### src/rtl/gesture_cmd_arbiter_pkg.sv
// Shared opcode and state definitions for the gesture command arbiter and its detector bench.
// Also provides the detector output prediction used for the shadow copy.
package gesture_cmd_arbiter_pkg;

  localparam logic [1:0] OP_SET = 2'b11;
  localparam logic [1:0] OP_CLR = 2'b01;
  localparam logic [1:0] OP_TGL = 2'b10;
  localparam logic [1:0] OP_NOP = 2'b00;

  typedef enum logic [1:0] {
    ST_IDLE  = 2'd0,
    ST_DRIVE = 2'd1,
    ST_GAP   = 2'd2,
    ST_DONE  = 2'd3
  } state_e;

  function automatic logic next_shadow(input logic [1:0] op, input logic cur);
    logic nxt;
    case (op)
      OP_SET:  nxt = 1'b1;
      OP_CLR:  nxt = 1'b0;
      OP_TGL:  nxt = ~cur;
      default: nxt = cur;
    endcase
    return nxt;
  endfunction

endpackage

### src/rtl/gesture_cmd_arbiter_rr_arb2.sv
// Two-way round-robin arbiter: on a tie the requester that was not served last wins.
module rr_arb2
  import gesture_cmd_arbiter_pkg::*;
(
  input  logic [1:0] req_i,
  input  logic       last_grant_i,
  output logic       grant_valid_o,
  output logic       grant_id_o
);

  // Pick a winner among the active requests.
  always_comb begin
    grant_valid_o = 1'b0;
    grant_id_o    = 1'b0;
    case (req_i)
      2'b01: begin
        grant_valid_o = 1'b1;
        grant_id_o    = 1'b0;
      end
      2'b10: begin
        grant_valid_o = 1'b1;
        grant_id_o    = 1'b1;
      end
      2'b11: begin
        grant_valid_o = 1'b1;
        grant_id_o    = ~last_grant_i;
      end
      default: begin
        grant_valid_o = 1'b0;
        grant_id_o    = 1'b0;
      end
    endcase
  end

endmodule

### src/rtl/gesture_cmd_arbiter.sv
// Arbitrates two command requesters onto one 2-bit gesture line, serialising each opcode
// as code-then-idle and tracking the detector's expected output in shadow_y.
module gesture_cmd_arbiter
  import gesture_cmd_arbiter_pkg::*;
#(
  parameter int unsigned CODE_CYCLES = 1,
  parameter int unsigned GAP_CYCLES  = 2
) (
  input  logic       clk,
  input  logic       reset,
  input  logic       req0,
  input  logic [1:0] op0,
  input  logic       req1,
  input  logic [1:0] op1,
  output logic       ack0,
  output logic       ack1,
  output logic       err,
  output logic       busy,
  output logic       grant_id,
  output logic [1:0] ain_out,
  output logic       shadow_y
);

  localparam logic [3:0] CODE_LOAD = 4'(CODE_CYCLES - 1);
  localparam logic [3:0] GAP_LOAD  = 4'(GAP_CYCLES - 1);

  state_e     state_q, state_d;
  logic [3:0] cnt_q, cnt_d;
  logic [1:0] op_q, op_d;
  logic       gid_q, gid_d;
  logic       last_q, last_d;
  logic [1:0] ain_q, ain_d;
  logic       ack0_q, ack0_d;
  logic       ack1_q, ack1_d;
  logic       err_q, err_d;
  logic       busy_q, busy_d;
  logic       shadow_q, shadow_d;

  logic       arb_valid;
  logic       arb_id;
  logic [1:0] sel_op;

  rr_arb2 u_arb (
    .req_i         ({req1, req0}),
    .last_grant_i  (last_q),
    .grant_valid_o (arb_valid),
    .grant_id_o    (arb_id)
  );

  assign sel_op = arb_id ? op1 : op0;

  // Next-state logic; outputs are derived from the next state so they are all registered.
  always_comb begin
    state_d  = state_q;
    cnt_d    = cnt_q;
    op_d     = op_q;
    gid_d    = gid_q;
    last_d   = last_q;
    shadow_d = shadow_q;
    case (state_q)
      ST_IDLE: begin
        if (arb_valid) begin
          gid_d  = arb_id;
          last_d = arb_id;
          op_d   = sel_op;
          if (sel_op == OP_NOP) begin
            state_d = ST_DONE;
          end else begin
            state_d = ST_DRIVE;
            cnt_d   = CODE_LOAD;
          end
        end else begin
          state_d = ST_IDLE;
        end
      end
      ST_DRIVE: begin
        if (cnt_q == 4'd0) begin
          state_d = ST_GAP;
          cnt_d   = GAP_LOAD;
        end else begin
          cnt_d = cnt_q - 4'd1;
        end
      end
      ST_GAP: begin
        if (cnt_q == 4'd0) begin
          state_d = ST_DONE;
        end else begin
          cnt_d = cnt_q - 4'd1;
        end
      end
      ST_DONE: begin
        shadow_d = next_shadow(op_q, shadow_q);
        state_d  = ST_IDLE;
      end
      default: state_d = ST_IDLE;
    endcase

    ain_d  = (state_d == ST_DRIVE) ? op_d : OP_NOP;
    ack0_d = (state_d == ST_DONE) && (gid_d == 1'b0);
    ack1_d = (state_d == ST_DONE) && (gid_d == 1'b1);
    err_d  = (state_d == ST_DONE) && (op_d == OP_NOP);
    busy_d = (state_d != ST_IDLE);
  end

  // State, counter, latched command and registered outputs; reset aborts any command.
  always_ff @(posedge clk or posedge reset) begin
    if (reset) begin
      state_q  <= ST_IDLE;
      cnt_q    <= 4'd0;
      op_q     <= OP_NOP;
      gid_q    <= 1'b0;
      last_q   <= 1'b1;
      ain_q    <= OP_NOP;
      ack0_q   <= 1'b0;
      ack1_q   <= 1'b0;
      err_q    <= 1'b0;
      busy_q   <= 1'b0;
      shadow_q <= 1'b0;
    end else begin
      state_q  <= state_d;
      cnt_q    <= cnt_d;
      op_q     <= op_d;
      gid_q    <= gid_d;
      last_q   <= last_d;
      ain_q    <= ain_d;
      ack0_q   <= ack0_d;
      ack1_q   <= ack1_d;
      err_q    <= err_d;
      busy_q   <= busy_d;
      shadow_q <= shadow_d;
    end
  end

  assign ack0     = ack0_q;
  assign ack1     = ack1_q;
  assign err      = err_q;
  assign busy     = busy_q;
  assign grant_id = gid_q;
  assign ain_out  = ain_q;
  assign shadow_y = shadow_q;

endmodule

### config.mk
export PLATFORM = sky130hd
export DESIGN_NAME = gesture_cmd_arbiter
export DESIGN_NICKNAME = d
export VERILOG_FILES = /design/src/rtl/gesture_cmd_arbiter_pkg.sv /design/src/rtl/gesture_cmd_arbiter_rr_arb2.sv /design/src/rtl/gesture_cmd_arbiter.sv
export SDC_FILE = /design/constraint.sdc
export NUM_CORES = 1
export LEC_CHECK = 0
export CORE_MARGIN = 8
export CORE_UTILIZATION = 55
export DETAILED_ROUTE_END_ITERATION = 8
export HOLD_SLACK_MARGIN = 0.08
export PLACE_DENSITY = 0.82
export RECOVER_POWER = 100
export SLEW_MARGIN = 20
export SYNTH_ARGS = -nofsm -noshare
export SYNTH_HDL_FRONTEND = slang
export SYNTH_SLANG_ARGS = --single-unit
### constraint.sdc
create_clock -name clk -period 4.7 [get_ports clk]
set_clock_uncertainty 0.1 [all_clocks]
set_input_delay 0.47 -clock clk [delete_from_list [all_inputs] [get_ports clk]]
set_output_delay 0.47 -clock clk [all_outputs]
set_load 0.02 [all_outputs]
==> flow_metrics.env <==
export IMPL_cpPeakStageDelay_ps=660
export IMPL_r2r_end="cnt_q[0]$_DFFE_PP0P_"
export IMPL_netlist_area_um2=940
export IMPL_grt_pass1_wl_mm=3.26
export IMPL_slowest_stage="a21boi_0"
export IMPL_ys_types=30
export IMPL_startpoint_type="input port"
export IMPL_syn_area_per_cell_um2=10.8
export IMPL_tightest_slew_ps=783
export IMPL_vias_per_cell=5.85
export IMPL_synthArstFlopShare_pct=100
export IMPL_antenna_found_initial=0
export IMPL_worstSkewPairLatency_ps=290
export IMPL_power_leakage_uw=0.000531
export IMPL_avgRoutedWirePerCell_um=15.1
export IMPL_power_per_cell_area_nw_per_um2=648
export IMPL_crit_fanout=6
export IMPL_worstHoldPathCells=1
export IMPL_crit_type="in -> reg"
export IMPL_ir_drop_mv=0.410
export IMPL_seqPwrFrac_pct=35.3
export IMPL_status="finished, final reports clean"
export IMPL_fmax_mhz=371
export IMPL_synthTopCellsByArea="dfrtp_1, ha_1, mux2i_1, o21ai_0, dfstp_2"
export IMPL_cts_buffers=3
export IMPL_p_sw_share_pct=43.2
export IMPL_min_to="cnt_q[3]$_DFFE_PP0P_"
export IMPL_final_cells=123
export IMPL_synth_xor_xnor_area_share_pct=0
export IMPL_worstPathCellList="dlygate4sd3_1 -> a21boi_0 -> o21ai_0 -> a31oi_4 -> nand2_2 -> a221o_1"
export IMPL_fin_util_pct=67.5
export IMPL_timing_rr_start="last_q$_DFFE_PP1P_"
export IMPL_synth_commonest_cells="dfrtp_1, ha_1, nor2_1, o21ai_0, nand2_1"
export IMPL_synthMuxAreaShare_pct=5.46
export IMPL_switchingPower_uw=316
export IMPL_yosys_area_share_simple_pct=17.6
export IMPL_grt_pass1_vias=773
export IMPL_period_minus_slack_ps=2700
export IMPL_yosysTopAreaCellShare_pct=42.6
export IMPL_power_share_combinational_pct=53.7
export IMPL_dp_slack_ps=2210
export IMPL_synth_warnings=0
export IMPL_synthCells=87
export IMPL_track_usage_pct=12.6
export IMPL_hp_start="cnt_q[3]$_DFFE_PP0P_"
export IMPL_grtUsageMet3_pct=4.26
export IMPL_die_y_um=57.3
export IMPL_reg2regPathDepth=5
export IMPL_synth_top_family_by_area="compound AO/OA/AOI/OAI gates"
export IMPL_setup_slack_ps=2000
export IMPL_synth_compound_area_share_pct=17.6
export IMPL_cts_hold_buf=0
export IMPL_synth_most_common_cell="dfrtp_1"
export IMPL_fp_dieW_um=57.3
export IMPL_grt_max_degree=18
export IMPL_drt_wl_total_mm=1.86
export IMPL_cts_resized_gates=0
export IMPL_drive_above_1_share_pct=10.4
export IMPL_place_hpwl_mm=1.51
export IMPL_ys_seq_area_share_pct=45.4
export IMPL_clock_sinks=17
export IMPL_cts_setup_buffers=0
export IMPL_diodes=0
export IMPL_io_pins=16
export IMPL_synth_edff_count=0
export IMPL_required_ps=4790
export IMPL_drv_cap=0
export IMPL_ys_seq_elements=17
export IMPL_clk_pin_slew_ps=100
export IMPL_htree_levels=1
export IMPL_nets=124
export IMPL_clk_path_buf_depth=2
export IMPL_grt_use_met1_pct=14.5
export IMPL_slew_headroom_pct=47.3
export IMPL_hp_class="reg -> reg"
export IMPL_grt_busiest_layer="met2"
export IMPL_regArea_um2=427
export IMPL_io_buffers=15
export IMPL_synth_top_area_cell="dfrtp_1"
export IMPL_multi_input_area_um2=483
export IMPL_finalHoldViolations=0
export IMPL_gr_total_overflow=0
export IMPL_synth_flop_cell="dfrtp_1"
export IMPL_internal_power_uw=414
export IMPL_rsz0062_at_grt="no"
export IMPL_gp_congestion=0.828
export IMPL_grt_use_met2_pct=20.8
export IMPL_fp_dieArea_um2=3290
export IMPL_rows=15
export IMPL_ant_nets=0
export IMPL_yosys_area_share_adder_pct=12.0
export IMPL_reg2reg_slack_ps=2430
export IMPL_tns_ps=0
export IMPL_cts_root_buf="clkbuf_4"
export IMPL_placed_cells=119
export IMPL_drt_initial_drc_count=6
export IMPL_initial_core_util_pct=56.3
export IMPL_setup_violations=0
export IMPL_crit_path_end_kind="register"
export IMPL_fillers=132
export IMPL_fin_crit_sh_pct=57.4
export IMPL_clkPwrFrac_pct=10.9
export IMPL_remaining_drc_errors=0
export IMPL_worstPathArrival_ps=2780
export IMPL_fp_coreArea_um2=1670
export IMPL_cts_tree="yes"
export IMPL_maxSlewViolCount=0
export IMPL_area_growth_pct=20.0
export IMPL_syn_num_nets=104
export IMPL_firstDrtPassIters=4
export IMPL_vias=719
==> worst max path at each step <==
stage / startpoint / endpoint / cells after the start
after floorplan: req1 / cnt_q[0]$_DFFE_PP0P_ / 5
after global placement: req0 / cnt_q[0]$_DFFE_PP0P_ / 6
after detailed placement: req1 / cnt_q[0]$_DFFE_PP0P_ / 6
after CTS: req1 / cnt_q[0]$_DFFE_PP0P_ / 6
after global routing: req1 / cnt_q[0]$_DFFE_PP0P_ / 6
final: req1 / cnt_q[0]$_DFFE_PP0P_ / 6
==> metrics by stage <==
step | area (µm²) | hold WS (ps) | total power, µW
floorplan | 940 | 295 | 542
global placement | 1110 | 420 | 660
detailed placement | 1110 | 429 | 676
CTS | 1140 | 454 | 757
global route | 1130 | 483 | 794
finish | 1130 | 455 | 730
==> critical path: cells and delay by family <==
| family | cells | cell delay [ps] |
|---|---|---|
| and+or+nand+nor | 1 | 80 |
| buffers and inverters | 1 | 610 |
| AOI/OAI and AO/OA | 4 | 1610 |
==> kinds of logic (layout without fill, tap and decap cells) <==
logic type | count (synthesis) | count (layout)
buffers and inverters | 5 | 24
DFF | 17 | 17
muxes | 5 | 5
AOI/OAI and AO/OA | 21 | 21
adders and majority gates | 9 | 9
and+or+nand+nor | 30 | 30
==> sequential cells by signal, summed over array words and instances (netlist names) <==
register  flops
cnt_q         4
ain_out       2
op_q          2
state_q       2
ack0          1
ack1          1
busy          1
err           1
grant_id      1
last_q        1
shadow_y      1
==> final cells by class <==
type	count	area share, %
clock buffers	3	2.00
clock inverters	1	0.444
inverters	5	1.66
multi-input cells	65	42.8
flip-flops and latches	17	37.8
well taps	17	1.89
repair buffers	15	13.3
==> power groups by stage <==
stage          Clock, µW  Sequential (µW)  Combinational [µW]
6_report            79.9              258                 392
5_1_grt             87.4              267                 439
4_1_cts             81.9              261                 415
3_5_place_dp           0              263                 413
3_3_place_gp           0              259                 401
2_1_floorplan          0              289                 253
==> layout by cell type, fill, tap and decap left out, types with 3 or more instances in the layout <==
cell / count
a21oi_1: 4
clkbuf_4: 3
clkdlybuf4s50_1: 5
dfrtp_1: 16
dlygate4sd3_1: 10
ha_1: 9
inv_1: 5
mux2i_1: 4
nand2_1: 6
nand2b_1: 4
nor2_1: 7
nor3_1: 3
o21ai_0: 7
==> per-layer routing <==
metal	vias to the layer above	share of wire [%]
li1	347	-
met1	345	45
met2	21	48
met3	6	4.9
met4	0	2.3
met5	-	0
Power figures use the tool's default switching activity.
